===== src/rtl/calib_pattern_gen.sv =====
// rtl/calib_pattern_gen.sv - streams one address-bit calibration frame, then waits for strip latch and settle.
module calib_pattern_gen #(
  parameter int          NUM_LEDS               = 50,
  parameter int          LED_ADDRESS_WIDTH      = $clog2(NUM_LEDS),
  parameter int          LED_ADDR_BIT_SEL_WIDTH = (LED_ADDRESS_WIDTH > 1) ? $clog2(LED_ADDRESS_WIDTH) : 1,
  parameter logic [23:0] ON_COLOR               = 24'hFFFFFF,
  parameter int          SETTLE_CYCLES          = 500_000
) (
  input  logic                              clk_in,
  input  logic                              rst_in,
  input  logic [LED_ADDR_BIT_SEL_WIDTH-1:0] led_addr_bit_sel_in,
  input  logic                              led_addr_bit_sel_start_in,
  output logic [23:0]                       color_out,
  output logic [LED_ADDRESS_WIDTH-1:0]      led_index_out,
  output logic                              color_valid_out,
  output logic                              color_first_out,
  output logic                              color_last_out,
  input  logic                              color_ready_in,
  input  logic                              strip_latched_in,
  output logic                              led_display_valid_out,
  output logic                              busy_out
);

  localparam logic [1:0] IDLE       = 2'd0;
  localparam logic [1:0] STREAM     = 2'd1;
  localparam logic [1:0] WAIT_LATCH = 2'd2;
  localparam logic [1:0] SETTLE     = 2'd3;

  localparam int CNT_W = (SETTLE_CYCLES > 1) ? $clog2(SETTLE_CYCLES) : 1;
  localparam logic [LED_ADDRESS_WIDTH-1:0] LAST_IDX    = LED_ADDRESS_WIDTH'(NUM_LEDS - 1);
  localparam logic [CNT_W-1:0]             SETTLE_LOAD = CNT_W'((SETTLE_CYCLES > 0) ? SETTLE_CYCLES - 1 : 0);
  localparam logic [LED_ADDRESS_WIDTH-1:0] IDX_ONE     = LED_ADDRESS_WIDTH'(1);

  logic [1:0]                        state_q, state_d;
  logic [LED_ADDR_BIT_SEL_WIDTH-1:0] sel_q, sel_d;
  logic [LED_ADDRESS_WIDTH-1:0]      idx_q, idx_d;
  logic [CNT_W-1:0]                  cnt_q, cnt_d;
  logic [23:0]                       color_q, color_d;
  logic                              pulse_q, pulse_d;
  logic                              lit;

  // The pulse is decided one cycle ahead so a start in the deciding cycle can still cancel it.
  always_comb begin
    state_d = state_q;
    sel_d   = sel_q;
    idx_d   = idx_q;
    cnt_d   = cnt_q;
    pulse_d = 1'b0;
    if (led_addr_bit_sel_start_in) begin
      state_d = STREAM;
      sel_d   = led_addr_bit_sel_in;
      idx_d   = '0;
      cnt_d   = '0;
    end else begin
      case (state_q)
        STREAM: begin
          if (color_ready_in) begin
            if (idx_q == LAST_IDX) begin
              state_d = WAIT_LATCH;
              idx_d   = '0;
            end else begin
              idx_d = idx_q + IDX_ONE;
            end
          end
        end
        WAIT_LATCH: begin
          if (strip_latched_in) begin
            state_d = SETTLE;
            cnt_d   = SETTLE_LOAD;
            pulse_d = (SETTLE_CYCLES == 0);
          end
        end
        SETTLE: begin
          if (pulse_q) begin
            state_d = IDLE;
          end else if (cnt_q == '0) begin
            pulse_d = 1'b1;
          end else begin
            cnt_d = cnt_q - CNT_W'(1);
          end
        end
        default: ;
      endcase
    end
  end

  // A select beyond the index width shifts the mask out entirely, leaving the strip dark.
  always_comb begin
    lit     = |(idx_d & (IDX_ONE << sel_d));
    color_d = (state_d == STREAM && lit) ? ON_COLOR : 24'h000000;
  end

  always_ff @(posedge clk_in) begin
    if (rst_in) begin
      state_q <= IDLE;
      sel_q   <= '0;
      idx_q   <= '0;
      cnt_q   <= '0;
      color_q <= '0;
      pulse_q <= 1'b0;
    end else begin
      state_q <= state_d;
      sel_q   <= sel_d;
      idx_q   <= idx_d;
      cnt_q   <= cnt_d;
      color_q <= color_d;
      pulse_q <= pulse_d;
    end
  end

  assign color_out             = color_q;
  assign led_index_out         = idx_q;
  assign color_valid_out       = (state_q == STREAM);
  assign color_first_out       = (state_q == STREAM) && (idx_q == '0);
  assign color_last_out        = (state_q == STREAM) && (idx_q == LAST_IDX);
  assign led_display_valid_out = pulse_q;
  assign busy_out              = (state_q != IDLE);

endmodule


===== config.mk =====
export PLATFORM = sky130hd
export DESIGN_NAME = calib_pattern_gen
export DESIGN_NICKNAME = d
export VERILOG_FILES = /design/src/rtl/calib_pattern_gen.sv
export SDC_FILE = /design/constraint.sdc
export NUM_CORES = 1
export LEC_CHECK = 0
export ABC_CLOCK_PERIOD_IN_PS = 5700
export BUFFER_PORTS_ARGS = -buffer_cell sky130_fd_sc_hd__buf_2
export CAP_MARGIN = 25
export CORE_MARGIN = 3
export CORE_UTILIZATION = 44
export CTS_CLUSTER_SIZE = 14
export DETAILED_ROUTE_END_ITERATION = 7
export PLACE_DENSITY = 0.67
export SLEW_MARGIN = 20
export SYNTH_ARGS = -nofsm -noshare
export SYNTH_HDL_FRONTEND = slang
export SYNTH_SLANG_ARGS = --single-unit
export TNS_END_PERCENT = 1

===== constraint.sdc =====
create_clock -name clk_in -period 5.7 [get_ports clk_in]
set_input_delay 0.285 -clock clk_in [delete_from_list [all_inputs] [get_ports clk_in]]
set_output_delay 0.285 -clock clk_in [all_outputs]
set_load 0.01 [all_outputs]

=== Word level (Yosys, flattened, before mapping) ===
Index checks and enable logic that the tools add are counted.

* Register bits after elaboration: 55
* Input port bits: 8
* Word-level logic and storage cells: 47

* Add/subtract/negate cells: 2
* Equality and inequality tests: 8
* Shift operators: 1
* Muxes and demuxes: 17
* Bitwise gates (word level): 2
* Reduce and logical (&&, ||, !) cells: 11

{| class="wikitable"
|+ Operators by type and width
! kind !! number
|-
| 19-bit 2-to-1 mux || 3
|-
| 19-bit case mux with 2 select lines || 1
|-
| 24-bit 2-to-1 mux || 1
|-
| 6-bit 2-to-1 mux || 4
|-
| 19-bit logical NOT || 1
|-
| 19-bit by 1-bit subtractor with 19-bit output, second input constant || 1
|-
| 2-bit 2-to-1 mux || 5
|-
| 6-bit by 1-bit adder with 6-bit output, second input constant || 1
|-
| 6-bit AND || 1
|-
| 6-bit == test, second input constant || 1
|-
| 6-bit logical NOT || 1
|-
| 2-bit != test, second input constant || 3
|-
| 2-bit case mux with 3 select lines || 1
|-
| 6-bit OR reduction || 1
|-
| 1-bit by 3-bit << shifter with 6-bit output, first input constant || 1
|-
| 2-bit by 1-bit == test with 1-bit output, second input constant || 2
|-
| 2-bit == test, second input constant || 2
|-
| 4-bit AND reduction || 1
|-
| 2-bit nonzero test || 2
|-
| 4-bit OR reduction || 1
|-
| 1-bit logical AND || 3
|-
| 3-bit 2-to-1 mux || 1
|-
| 2-bit OR reduction || 1
|-
| 1-bit 2-to-1 mux || 1
|-
| 1-bit inverter || 1
|}

=== Depth between registers and ports, before layout ===
Gate-level depths: netlist of run 1.

* Depth after elaboration: 9
* Depth in mapped cells: 7
* Depth with buffers taken out: 7

=== Least setup slack after synthesis of run 1 ===
No wires, ideal clock.

* Path kind: reg-to-reg
* Start point: register cnt_q[3]
* End point: register cnt_q[5]
* Arrival time: 1.818 ns
* Required time: 5.585 ns
* Path slack: 3.768 ns
* Cell stages (with the launch flop): 7
* Buffers on the path: 1
* Path through: dfxtp_1 > or4_1 > buf_6 > or3b_4 > o21ai_4 > nor4_1 > o21a_1

* Longest elaborated chain between the ends: 4
* Elaborated cells on any way between the ends: 7

{| class="wikitable"
|+ RTL lines
! element !! RTL line !! text
|-
| from (decl) || 37 || <nowiki>logic [CNT_W-1:0] cnt_q, cnt_d;</nowiki>
|-
| from (signal assigned) || 105 || <nowiki>cnt_q <= cnt_d;</nowiki>
|-
| 19-bit by 1-bit subtractor with 19-bit output || 79 || <nowiki>cnt_d = cnt_q - CNT_W'(1);</nowiki>
|-
| 19-bit 2-to-1 mux || 76 || <nowiki>end else if (cnt_q == '0) begin</nowiki>
|-
| 19-bit 2-to-1 mux || 74 || <nowiki>if (pulse_q) begin</nowiki>
|-
| 19-bit case mux with 2 select lines || 55 || <nowiki>case (state_q)</nowiki>
|}

Parallel ways exist; a longest one is shown, timed or not. The select of a mux whose other input is x is not followed.
A chain may end at the register's enable or synchronous reset.

=== Final worst setup path of run 1 ===
* Start point: register cnt_q[0]
* End point: register cnt_q[4]

The elaborated chain is that of the path after synthesis.

==> results list, run 1 <==
* Fraction of power spent switching nets: 0.229
- Area inside the core boundary: 4120 sq um
- Synthesis Warnings: 0
* Worst reg2reg path endpoint: cnt_q[4]
* Buffers inserted during post-CTS setup optimization: 0
- Proportion of register bits with asynchronous set or reset after synthesis: 0
* Final setup viols: 0
* Total Nets Final: 262
- Setup repair after global routing left no endpoint under its margin.
* Share of the cycle needed by the critical path after routing: 0.406
* Clk sinks: 32
- Part of the power in registers: 0.448
* Number of distinct library cells after synthesis: slightly below 50
- H-tree depth: 2
* Part of the power in the clock network: 0.460
* GPL Wtd Cong: 0.923
- Relative to the synthesized area, the layout overhead comes to 10.0%.
- Gates resized, CTS repair: 0
- The floorplan step defined a die boundary enclosing 5190 sq um.
- The tree is rooted in a clkbuf_8.
- Among all cell types in the netlist, the one instantiated most often is dfxtp_1.
* Global route total overflow: 0
- EDFF count, synth: 0
* Number of nets with antenna violations after detailed routing: 0
- Antenna violations before repair: 0
- After detailed routing, the total wire length is between 4 and 5 mm.
* Share of the yosys chip area belonging to registers: 0.334
* Worst slew margin: 0.504
* DP Wirelength: between 3 and 4 mm
* Worst hold path type: input pin to flip-flop
- Die Width: 72.0 um
- Post-Route Skew: 0.00481 ns
- The number of global-route vias before repair came to between 1000 and 1500.
- Power density relative to cell area: around 250 nW/um^2
- Dividing the detail-routed wire length by the instance count gives between 10 and 15 um.
- After synthesis the cells add up to 1920 sq um.
* Setup slack of the worst register-to-register path: 3.38 ns
- In this run, synthesis produced a sequential element count of 32.
- Worst-path maximum fanout: 8
* Startpoint of the lowest-slack register-to-register path: cnt_q[0]
- The most used flip-flop cell after synthesis is dfxtp_1.
- The worst hold path was traced through 3 stages.
* Slew @ Worst Pin: 0.734 ns
* Die Height: 72.0 um
- Entering global routing, the biggest net connects 25 pins.
- The internal portion of the total power is between 300 and 400 uW.
- Number of core rows: 23
- The initial utilization of the core area, before any placement, comes to 0.466.
- Launch point of the worst hold path: led_addr_bit_sel_in[0]
- The repair_antennas step left the layout with diodes totalling 0.
- The share of total power dissipated in combinational logic is 0.092.
* CTS buffer count: 5
* Critical Path Start Type: flip-flop
- IR analysis of the VDD net gives a maximum drop of 0.000133 V.
- Buffers placed on the I/O ports in this run total between 40 and 50.
* Crit. End Element: flip-flop
* Final design utilization: 0.513
* Leakage component of the power: 0.904 nW
- For hold timing, the worst endpoint is sel_q[0].
* Synthesized net count: 243
- The analysis attributes to net switching a power of between 100 and 150 uW.
- The worst setup path is of the flip-flop to flip-flop kind.
* Avg Cell Area, Syn: 8.34 sq um
* Max Slew Vio Count: 0
- Placed instance area: around 2000 sq um
- Number of iterations in the first detailed-routing pass: 4
- Once layout is done, the placed cells without fillers occupy 2110 sq um.
* Number of placed instances, taps included: 292
- For this design the top-level I/O count stands at 43.
* Leading area contributor after synthesis: dfxtp_1
- After detailed routing, the number of vias per cell comes to 5.54.
* TritonCTS clock tree: done
- The share of synthesized area in the top cell type comes to 0.334.
- Counting along the longest clock path gives a buffer depth of 2.
* Clock transition at the registers of the reported paths: 0.07 ns
- Top area cells in the synthesized netlist: dfxtp_1, buf_4, nor2_1, xor2_1, a21oi_1
- Counting every instance in the synthesized netlist gives 230.
- After routing, the total negative slack on setup checks comes to 0 ns.
* Overall global routing resource usage: 0.163
* Worst Reg-to-Reg Cells: 7
- In this run, post-CTS hold repair placed 0 buffers.
- The run finished with clean final reports.
- Global-route wire length before repair: 6.71 mm
- Data on the critical path arrives at its endpoint at 2.47 ns.
- Number of vias in the routed layout: 1661
- Total of max-cap violations: 0
- Hold timing on the final database bottoms out at a slack of 0.237 ns.
* Number of hold violations in the final report: 0
* Clock latency on the worst-skew pair: 0.29 ns
- FMAX: 432 MHz
- In the synthesized netlist, the cells that appear most often are dfxtp_1, nor2_1, buf_4.
* Tmin final: 2.32 ns
* Number of DRC violations after detailed routing: 0
* Number of design-rule violations left by the first detailed-router iteration: 111
- Post-route non-filler standard cell count: 300
* Required time of the worst setup path: 5.85 ns
- Of the cells placed in the final design, the portion with a size suffix greater than 1 is 0.228.
layout by cell type, fill, tap and decap left out, types with 6 or more instances in the layout:
master / instances
buf_2: 42
dfxtp_1: 32
nor2_1: 26
a21oi_1: 15
nand2_1: 9
xor2_1: 9
nor3_1: 8
inv_1: 7
clkbuf_8: 7
nor4_1: 6
nand3_1: 6
nand4_1: 6
a211oi_1: 6
worst max-delay path by stage:
stage / startpoint / endpoint / slack [ns] / depth (start not counted)
floorplan: cnt_q[3] / cnt_q[5] / 3.77 / 6
CTS: cnt_q[0] / cnt_q[4] / 3.45 / 7
detailed placement: cnt_q[0] / cnt_q[4] / 3.47 / 7
global route: cnt_q[0] / cnt_q[8] / 3.17 / 7
global placement: cnt_q[0] / cnt_q[5] / 3.52 / 7
finish: cnt_q[0] / cnt_q[4] / 3.38 / 7
sequential cells by signal (all words and copies together) (netlist names):
register / count
sel_q: 3
led_display_valid_out: 1
led_index_out: 6
cnt_q: 19
state_q: 2
color_out: 1
metal layers:
layer	GRT usage	vias to the layer above	wire (um)
li1	-	854	-
met3	0.0388	9	199
met4	0.0668	0	61
met5	0	-	0
met1	0.222	758	1950
met2	0.248	40	1940
power by group through the flow:
stage | combinational (mW) | clock, mW | sequential (mW)
5_1_grt | 0.0531 | 0.251 | 0.233
3_3_place_gp | 0.0477 | 0 | 0.237
2_1_floorplan | 0.0402 | 0 | 0.236
4_1_cts | 0.0480 | 0.244 | 0.232
6_report | 0.0479 | 0.239 | 0.232
3_5_place_dp | 0.0478 | 0 | 0.237
area by class of cell:
class                   count  area [sq um]
clock inverters             1          30.0
repair buffers             42           210
well taps                  50          62.6
fillers                   393          2000
inverters                   7          26.3
clock buffers               7          96.3
multi-input cells         161          1050
flip-flops and latches     32           641
per-stage QoR:
| stage | power [mW] | setup WS [ns] |
|---|---|---|
| 6_report | 0.519 | 3.38 |
| 5_1_grt | 0.537 | 3.17 |
| 4_1_cts | 0.524 | 3.45 |
| 3_5_place_dp | 0.285 | 3.47 |
| 3_3_place_gp | 0.285 | 3.52 |
| 2_1_floorplan | 0.276 | 3.77 |
kinds of logic (layout without fill, tap and decap cells):
kind of cell | Yosys count | count (layout) | synth area share
flip-flops | 32 | 32 | 0.334
AND/OR/NAND/NOR | 94 | 94 | 0.271
adder cells (fa/ha/maj) | 5 | 5 | 0.0326
XOR/XNOR | 12 | 12 | 0.0548
multiplexers | 3 | 3 | 0.0156
buffers and inverters | 37 | 57 | 0.121
AO/OA/AOI/OAI | 47 | 47 | 0.171
critical path, cell delays in order (launching register included):
cell     delay [ns]
dfxtp_1        0.34
inv_1          0.08
ha_1           0.13
nor4b_1        0.60
nand3_1        0.44
o21ai_0        0.33
xor2_1         0.18
a21oi_1        0.08
Power figures use the tool's default switching activity.
==> inputs of run 2 (changes only) <==
--- a/config.mk
+++ b/config.mk
@@ -5,14 +5,14 @@
 export SDC_FILE = /design/constraint.sdc
 export NUM_CORES = 1
 export LEC_CHECK = 0
-export ABC_CLOCK_PERIOD_IN_PS = 5700
+export ABC_CLOCK_PERIOD_IN_PS = 1900
 export BUFFER_PORTS_ARGS = -buffer_cell sky130_fd_sc_hd__buf_2
 export CAP_MARGIN = 25
 export CORE_MARGIN = 3
 export CORE_UTILIZATION = 44
 export CTS_CLUSTER_SIZE = 14
 export DETAILED_ROUTE_END_ITERATION = 7
-export PLACE_DENSITY = 0.67
+export PLACE_DENSITY = 0.7
 export SLEW_MARGIN = 20
 export SYNTH_ARGS = -nofsm -noshare
 export SYNTH_HDL_FRONTEND = slang
==> constraint.sdc (replaced) <==
create_clock -name clk_in -period 1.9 [get_ports clk_in]
set_input_delay 0.095 -clock clk_in [delete_from_list [all_inputs] [get_ports clk_in]]
set_output_delay 0.095 -clock clk_in [all_outputs]
set_load 0.01 [all_outputs]
==> run 2 against run 1 <==
  * The run now ends with setup timing left
  * Power increased to 2.9 times the previous value
  * Clock-buffer cell count decreased by 1
  * Worst setup slack got worse by 3.4 ns
  * First-iteration DRC count decreased by 24%
  * Worst hold slack got worse by 0.18 ns
  * Via count increased by 7.6%
  * Flip-flop and latch count unchanged
  * Final cell count increased by 8.0%
  * Routed wire length increased by 6.9%
  * Clock skew increased by 0.0019 ns
  * Maximum frequency increased by 20%
  * Final area increased by 9.8%
  * Largest cell class unchanged
==> results list, run 2 (synthesis results as in run 1) <==
- The total of endpoints with negative setup slack in the final report was 1 (+1).
- The transition time at the pin with the least slew margin came to 0.491 ns (-0.243 ns).
- I/O pin cnt: 43 (unchanged)
- The part of the total power dissipated in sequential elements came to 0.466 (+0.018).
* Clock latency on the worst-skew pair: 0.28 ns (about the same)
- Number of core rows: 23 (unchanged)
* Maximum cell stage delay along the critical path: 0.57 ns (-0.03 ns)
* GPL Wtd Cong: 0.821 (-11%)
- The core outline area was 4120 sq um (unchanged).
* Overall global routing resource usage: 0.175 (+0.0118)
* Flip-flop count of the largest register after layout: 19 (unchanged)
- Number of vias in the routed layout: 1787 (+7.6%)
- The final-report hold violation count was 0 (unchanged).
* Synth-to-layout area growth: 20.8%
- The switching share of power came to 0.237 (+0.00842).
- Leakage component of the power: 1.03 nW (+13%)
- The clock-pin slew reported for the worst setup and hold paths after clock tree synthesis is 0.07 ns (about the same).
- Hold depth: 3 (unchanged)
- Worst Reg-to-Reg Cells: 6 (-1)
- Crit. End Element: flip-flop
- Finished layout cell area: 2320 sq um (+9.8%)
- The routed wire length per instance is 13.7 um (-0.98%).
- The library cell used most frequently in the layout, excluding fill and tap cells, is buf_2.
- H-tree depth: 2 (unchanged)
- The signal on the critical path passes through or4_4 > buf_4 > nor2_4 > o211ai_1 > or4_1 > nand2_1.
- Cell-internal power: 1.14 mW (+180%)
- Post-place setup slack: -0.0396 ns (-3.51 ns)
* Die Width: 72.0 um (unchanged)
* Part of the total power dissipated in combinational logic: 0.109 (+0.017)
- In this run the clock root is driven by a clkbuf_8.
- The highest net fanout along the worst path is 5 (-3).
- The highest achievable clock rate came to 517 MHz (+20%).
* Launch point of the worst hold path: led_addr_bit_sel_in[0]
* Worst reg2reg path endpoint: cnt_q[12]
- Placed instance area: 2170 sq um (+9.1%)
- The sum of overflow across all layers after global routing came to 0 (unchanged).
- The largest net degree at the start of global routing was 25 (unchanged).
- The final routed DRC violation total came to 0 (unchanged).
- Violated checks: setup timing
- The number of global-route vias before repair came to 1567 (+8.7%).
- Initial standard-cell utilization of the core: 0.466 (unchanged)
- The mean number of vias per cell was 5.52 (-0.38%).
* Count of buffers inserted at the top-level ports: 42 (unchanged)
- Critical Path Start Type: flip-flop
* Peak supply drop: 0.000351 V (+160%)
- The register with the most flip-flops in the final layout is cnt_q.
* TritonCTS clock tree: done
- The fill cell total of the finished layout came to 387 (-1.5%).
- Die Outline Area: 5190 sq um (unchanged)
* Ant. Diodes: 0 (unchanged)
- Maximum clock insertion buffer count: 2 (unchanged)
* Crit path DAT: 2.16 ns (-0.31 ns)
- Total of max-cap violations: 0 (unchanged)
* DP Wirelength: 3.24 mm (+5.3%)
* Global-route wire length before repair: 7.23 mm (+7.8%)
- Die Height: 72.0 um (unchanged)
- Setup tns final: -0.0347 ns (-0.0347 ns)
- The count of nets left with antenna violations after detail routing came to 0 (unchanged).
* Setup slack of the worst register-to-register path: -0.03 ns (-3.42 ns)
* Overall Power: 1.49 mW (+190%)
- Critical-path cell with the highest stage delay: or4_4
- Setup repair after global routing could not meet its margin everywhere.
- Number of iterations in the first detailed-routing pass: 4 (unchanged)
* Post-Route Skew: 0.00669 ns (+0.00188 ns)
- Hold-critical path endpoint: sel_q[0]
* Worst hold path type: input pin to flip-flop
- Number of placed instances, taps included: 316 (+8.2%)
* Required time of the worst setup path: 2.13 ns (-3.72 ns)
* PnR worst setup slack: -0.0347 ns (-3.42 ns)
- The library cells used most frequently in the layout, excluding fill and tap cells, are buf_2, dfxtp_1, nor2_1.
* Startpoint of the lowest-slack register-to-register path: cnt_q[6]
- The total number of clock tree sinks is 32 (unchanged).
- Share of layout cells above drive strength 1: 0.328 (+0.100)
- The clock network fraction of total power was 0.425 (-0.035).
* Post-route non-filler standard cell count: 324 (+8.0%)
- Final design utilization: 0.563 (+0.0502)
* Max Slew Vio Count: 0 (unchanged)
- The final hold slack came to 0.0585 ns (-0.179 ns).
- The final cycle utilization of the critical path came to 1.02 (+0.612).
- The net switching power of the design came to 354 uW (+200%).
- The total detailed-routing wirelength was 4.44 mm (+6.9%).
- The number of nets at the end of the flow came to 286 (+9.2%).
* Tmin final: 1.93 ns (-0.381 ns)
- The post-CTS setup buffer count is 0 (unchanged).
* Worst setup path category: flip-flop to flip-flop
- CTS buffer count: 5 (unchanged)
- The power per unit of standard cell area came to 644 nW/um^2 (+160%).
* Outcome: finished with violations
- The max-slew headroom at the worst pin is 0.663 (+0.160).
- Number of design-rule violations left by the first detailed-router iteration: 84 (-24%)
* Antenna violations before repair: 0 (unchanged)
-- run 2: power groups by stage --
stage | combinational, mW | sequential (mW) | clock [mW]
2_1_floorplan | 0.121 | 0.707 | 0
3_3_place_gp | 0.158 | 0.709 | 0
3_5_place_dp | 0.158 | 0.710 | 0
4_1_cts | 0.160 | 0.695 | 0.646
5_1_grt | 0.179 | 0.697 | 0.680
6_report | 0.163 | 0.696 | 0.635
-- run 2: area by class of cell --
class                      instances  area, sq um  area share
clock inverter                     2         35.0      0.0151
tap                               50         62.6      0.0270
clock buffer                       6         72.6      0.0313
timing repair buffer              66          390       0.168
multi-input combinational        161         1090       0.469
sequential                        32          644       0.278
inverter                           7         26.3      0.0113
-- run 2: what timing repair did --
item	4_1_cts	5_1_grt
gates cloned	0	0
hold buffers	0	0
endpoints found under the setup margin	11	18
gates resized for setup	3	7
pin swaps	1	0
-- run 2: critical path, delay by kind of cell, from the launching register on --
| family | cells | cell delay, ns |
|---|---|---|
| AO/OA/AOI/OAI | 1 | 0.14 |
| buffers and inverters | 1 | 0.18 |
| flip-flops | 1 | 0.31 |
| AND/OR/NAND/NOR | 4 | 1.24 |
-- run 2: worst max path at each step --
stage                  start         to  slack (ns)  depth (start not counted)
floorplan           cnt_q[4]   cnt_q[5]      -0.003                          6
global placement    cnt_q[6]   cnt_q[5]       -0.02                          5
detailed placement  cnt_q[6]   cnt_q[5]       -0.04                          5
CTS                 cnt_q[6]  cnt_q[12]        0.02                          6
global route        cnt_q[6]  cnt_q[12]       -0.07                          6
finish              cnt_q[6]  cnt_q[12]       -0.03                          6
-- run 2: per-layer routing --
metal | global-route usage | share of wire | up-vias
li1 | - | - | 897
met3 | 0.0374 | 0.061 | 5
met2 | 0.288 | 0.47 | 60
met4 | 0.0585 | 0.012 | 0
met5 | 0 | 0 | -
met1 | 0.227 | 0.46 | 825
==> inputs of run 3 (changes only) <==
--- a/config.mk
+++ b/config.mk
@@ -12,7 +12,7 @@
 export CORE_UTILIZATION = 44
 export CTS_CLUSTER_SIZE = 14
 export DETAILED_ROUTE_END_ITERATION = 7
-export PLACE_DENSITY = 0.7
+export PLACE_DENSITY = 0.68
 export SLEW_MARGIN = 20
 export SYNTH_ARGS = -nofsm -noshare
 export SYNTH_HDL_FRONTEND = slang
==> run 3 against run 2 <==
  * The run now ends clean
  * Clock skew rose by 0.0018 ns
  * Largest power group unchanged
  * Non-clock buffer count is 8 higher
  * Global-route usage rose by 0.36 points
  * Critical path depth fell by 2
  * Clock power rose by 3.5%
  * Via count is 1.8% higher
==> results list, run 3 (synthesis results as in run 1) <==
* Clock latency on the worst-skew pair: 0.29 ns (about the same)
- TritonCTS clock tree: done
* Outcome: complete, no violations
- I/O pin cnt: 43 (unchanged)
- The worst setup path is of the flip-flop to flip-flop kind.
* Tmin final: 1.87 ns (-0.0696 ns)
- Most common cell after layout, fill and taps aside: buf_2
- The detailed router's first-iteration violation count was 101 (+20%).
- The final count of pins violating max slew is 0 (unchanged).
- Ant. Diodes: 0 (unchanged)
- In the layout the commonest cells are buf_2, buf_4, dfxtp_1.
* H-tree depth: 2 (unchanged)
- Count of buffers inserted at the top-level ports: 42 (unchanged)
- The clock-pin slew reported for the worst setup and hold paths after clock tree synthesis came to 0.07 ns (about the same).
* Die Outline Area: 5190 sq um (unchanged)
- Global-route wire length before repair: 7.35 mm (+1.6%)
* Leakage component of the power: 1.06 nW (+3.8%)
- Avg Vias per Cell: 5.48 (-0.66%)
* Synth-to-layout area growth: 24.4%
* Post-place setup slack: -0.0335 ns (+0.00605 ns)
- The sum of overflow across all layers after global routing came to 0 (unchanged).
- The total global routing track utilization came to 0.178 (+0.00358).
- Worst slew margin: 0.677 (+0.0136)
- The multi-input gate area in the final layout came to 1090 sq um (+0.11%).
* GPL Wtd Cong: 0.869 (+5.9%)
- Traced cell by cell, the critical path runs through or4_4 > or2_1 > or4_1 > nand2_1.
* WL per Instance: 13.7 um (-0.14%)
- Critical-path cell with the highest stage delay: or4_4
- Number of iterations in the first detailed-routing pass: 4 (unchanged)
- The highest net fanout along the worst path came to 6 (+1).
- The chip height came to 72.0 um (unchanged).
* FMAX: 536 MHz (+3.7%)
- Largest net degree at the start of global routing: 25 (unchanged)
* Maximum clock insertion buffer count: 2 (unchanged)
- The tree is rooted in a clkbuf_8.
- Peak supply drop: 0.000350 V (-0.37%)
- STA classifies the critical path endpoint as a flip-flop.
- The final routed DRC violation total is 0 (unchanged).
* Maximum cell stage delay along the critical path: 0.58 ns (about the same)
* Area inside the core boundary: 4120 sq um (unchanged)
* Power density relative to cell area: 637 nW/um^2 (-1.1%)
- The total area of sequential cells came to 644 sq um (unchanged).
- The final-report hold violation count was 0 (unchanged).
- Final setup viols: 0 (-1)
* WL final: 4.54 mm (+2.3%)
* Required time of the worst setup path: 2.13 ns (about the same)
- Clk sinks: 32 (unchanged)
- Fillcell total: 392 (+1.3%)
- The number of nets at the end of the flow was 294 (+2.8%).
* Critical Path Start Type: flip-flop
* Vias in the first global route: 1637 (+4.5%)
- Number of nets with antenna violations after detailed routing: 0 (unchanged)
- Crit path DAT: 2.09 ns (-0.07 ns)
- CTS buffer count: 5 (unchanged)
* Die Width: 72.0 um (unchanged)
- cnt_q holds more flip-flops than any other register.
- Initial standard-cell utilization of the core: 0.466 (unchanged)
* Number of core rows: 23 (unchanged)
- The number of antenna violations at the first check in global routing was 0 (unchanged).
- RSZ-0062 raised after global routing: true
- The max-capacitance violation count is 0 (unchanged).
- Worst hold path type: input pin to flip-flop
- The final worst slack was 0.0348 ns (+0.0696 ns).
- Number of vias in the routed layout: 1819 (+1.8%)
* Share of layout cells above drive strength 1: 0.358 (+0.0297)
* DP Wirelength: 3.37 mm (+4.2%)
- Hold slack: 0.0413 ns (-0.0172 ns)
- The flip-flop count of the largest register after layout came to 19 (unchanged).
* Share of the cycle needed by the critical path after routing: 0.982 (-0.0366)
- Number of buffers inserted by hold repair at cts: 0 (unchanged)
- Slew @ Worst Pin: 0.484 ns (-0.00704 ns)
- The post-route clock skew came to 0.00846 ns (+0.00177 ns).
## run 3: changes by cell type in the layout (fill, tap and decap cells not counted), sizes merged
cell,delta
clkbuf,-1
buf,+8
clkinvlp,+1
## run 3: area by class of cell
class / count / area share
Timing Repair Buffer: 74 / 0.190
Clock buffer: 5 / 0.0288
Multi-Input combinational cell: 161 / 0.456
Inverter: 7 / 0.0110
Clock inverter: 3 / 0.0178
Tap cell: 50 / 0.0262
Sequential cell: 32 / 0.270
## run 3: final timing paths
kind                             endpoint  depth (start not counted)                   start  slack, ns
worst max-delay path            cnt_q[11]                          4                cnt_q[4]       0.03
worst min-delay path             sel_q[0]                          3  led_addr_bit_sel_in[0]       0.04
worst max register to register  cnt_q[11]                          4                cnt_q[4]       0.03
worst min register to register  cnt_q[10]                          2               cnt_q[10]       0.47
## run 3: timing repair
action / CTS / global route
buffers inserted: 0 / 1
pin swaps: 0 / 8
setup endpoints to repair: 11 / 17
resized for setup: 3 / 10
## run 3: report_power, final
part / switching, mW / leakage, nW / total [mW] / internal [mW]
Sequential: 0.0145 / 0.260 / 0.695 / 0.681
Clock: 0.270 / 0.0541 / 0.657 / 0.388
Combinational: 0.0956 / 0.750 / 0.169 / 0.0729
Total: 0.380 / 1.06 / 1.52 / 1.14
## run 3: worst max-delay path: cells and delay by family (launching register included)
family           cells  cell delay (ns)
flip-flops           1             0.32
AND/OR/NAND/NOR      4             1.48
## run 3: through the flow
stage          instance area [sq um]   util  power [mW]  TNS (ns)  cells
6_report                        2390  0.580        1.52         0    332
5_1_grt                         2390  0.580        1.58   -0.0610    332
4_1_cts                         2350  0.570        1.53  -0.00794    331
3_5_place_dp                    2220  0.539       0.872    -0.109    323
3_3_place_gp                    2220  0.539       0.870   -0.0186    323
2_1_floorplan                   1920      -       0.827  -0.00322    230
## run 3: layer usage
metal	track usage	wire length [um]	vias to the layer above
met5	0	0	-
met4	0.0731	104	0
met3	0.0457	182	11
met2	0.281	2150	49
met1	0.233	2110	844
li1	-	-	915
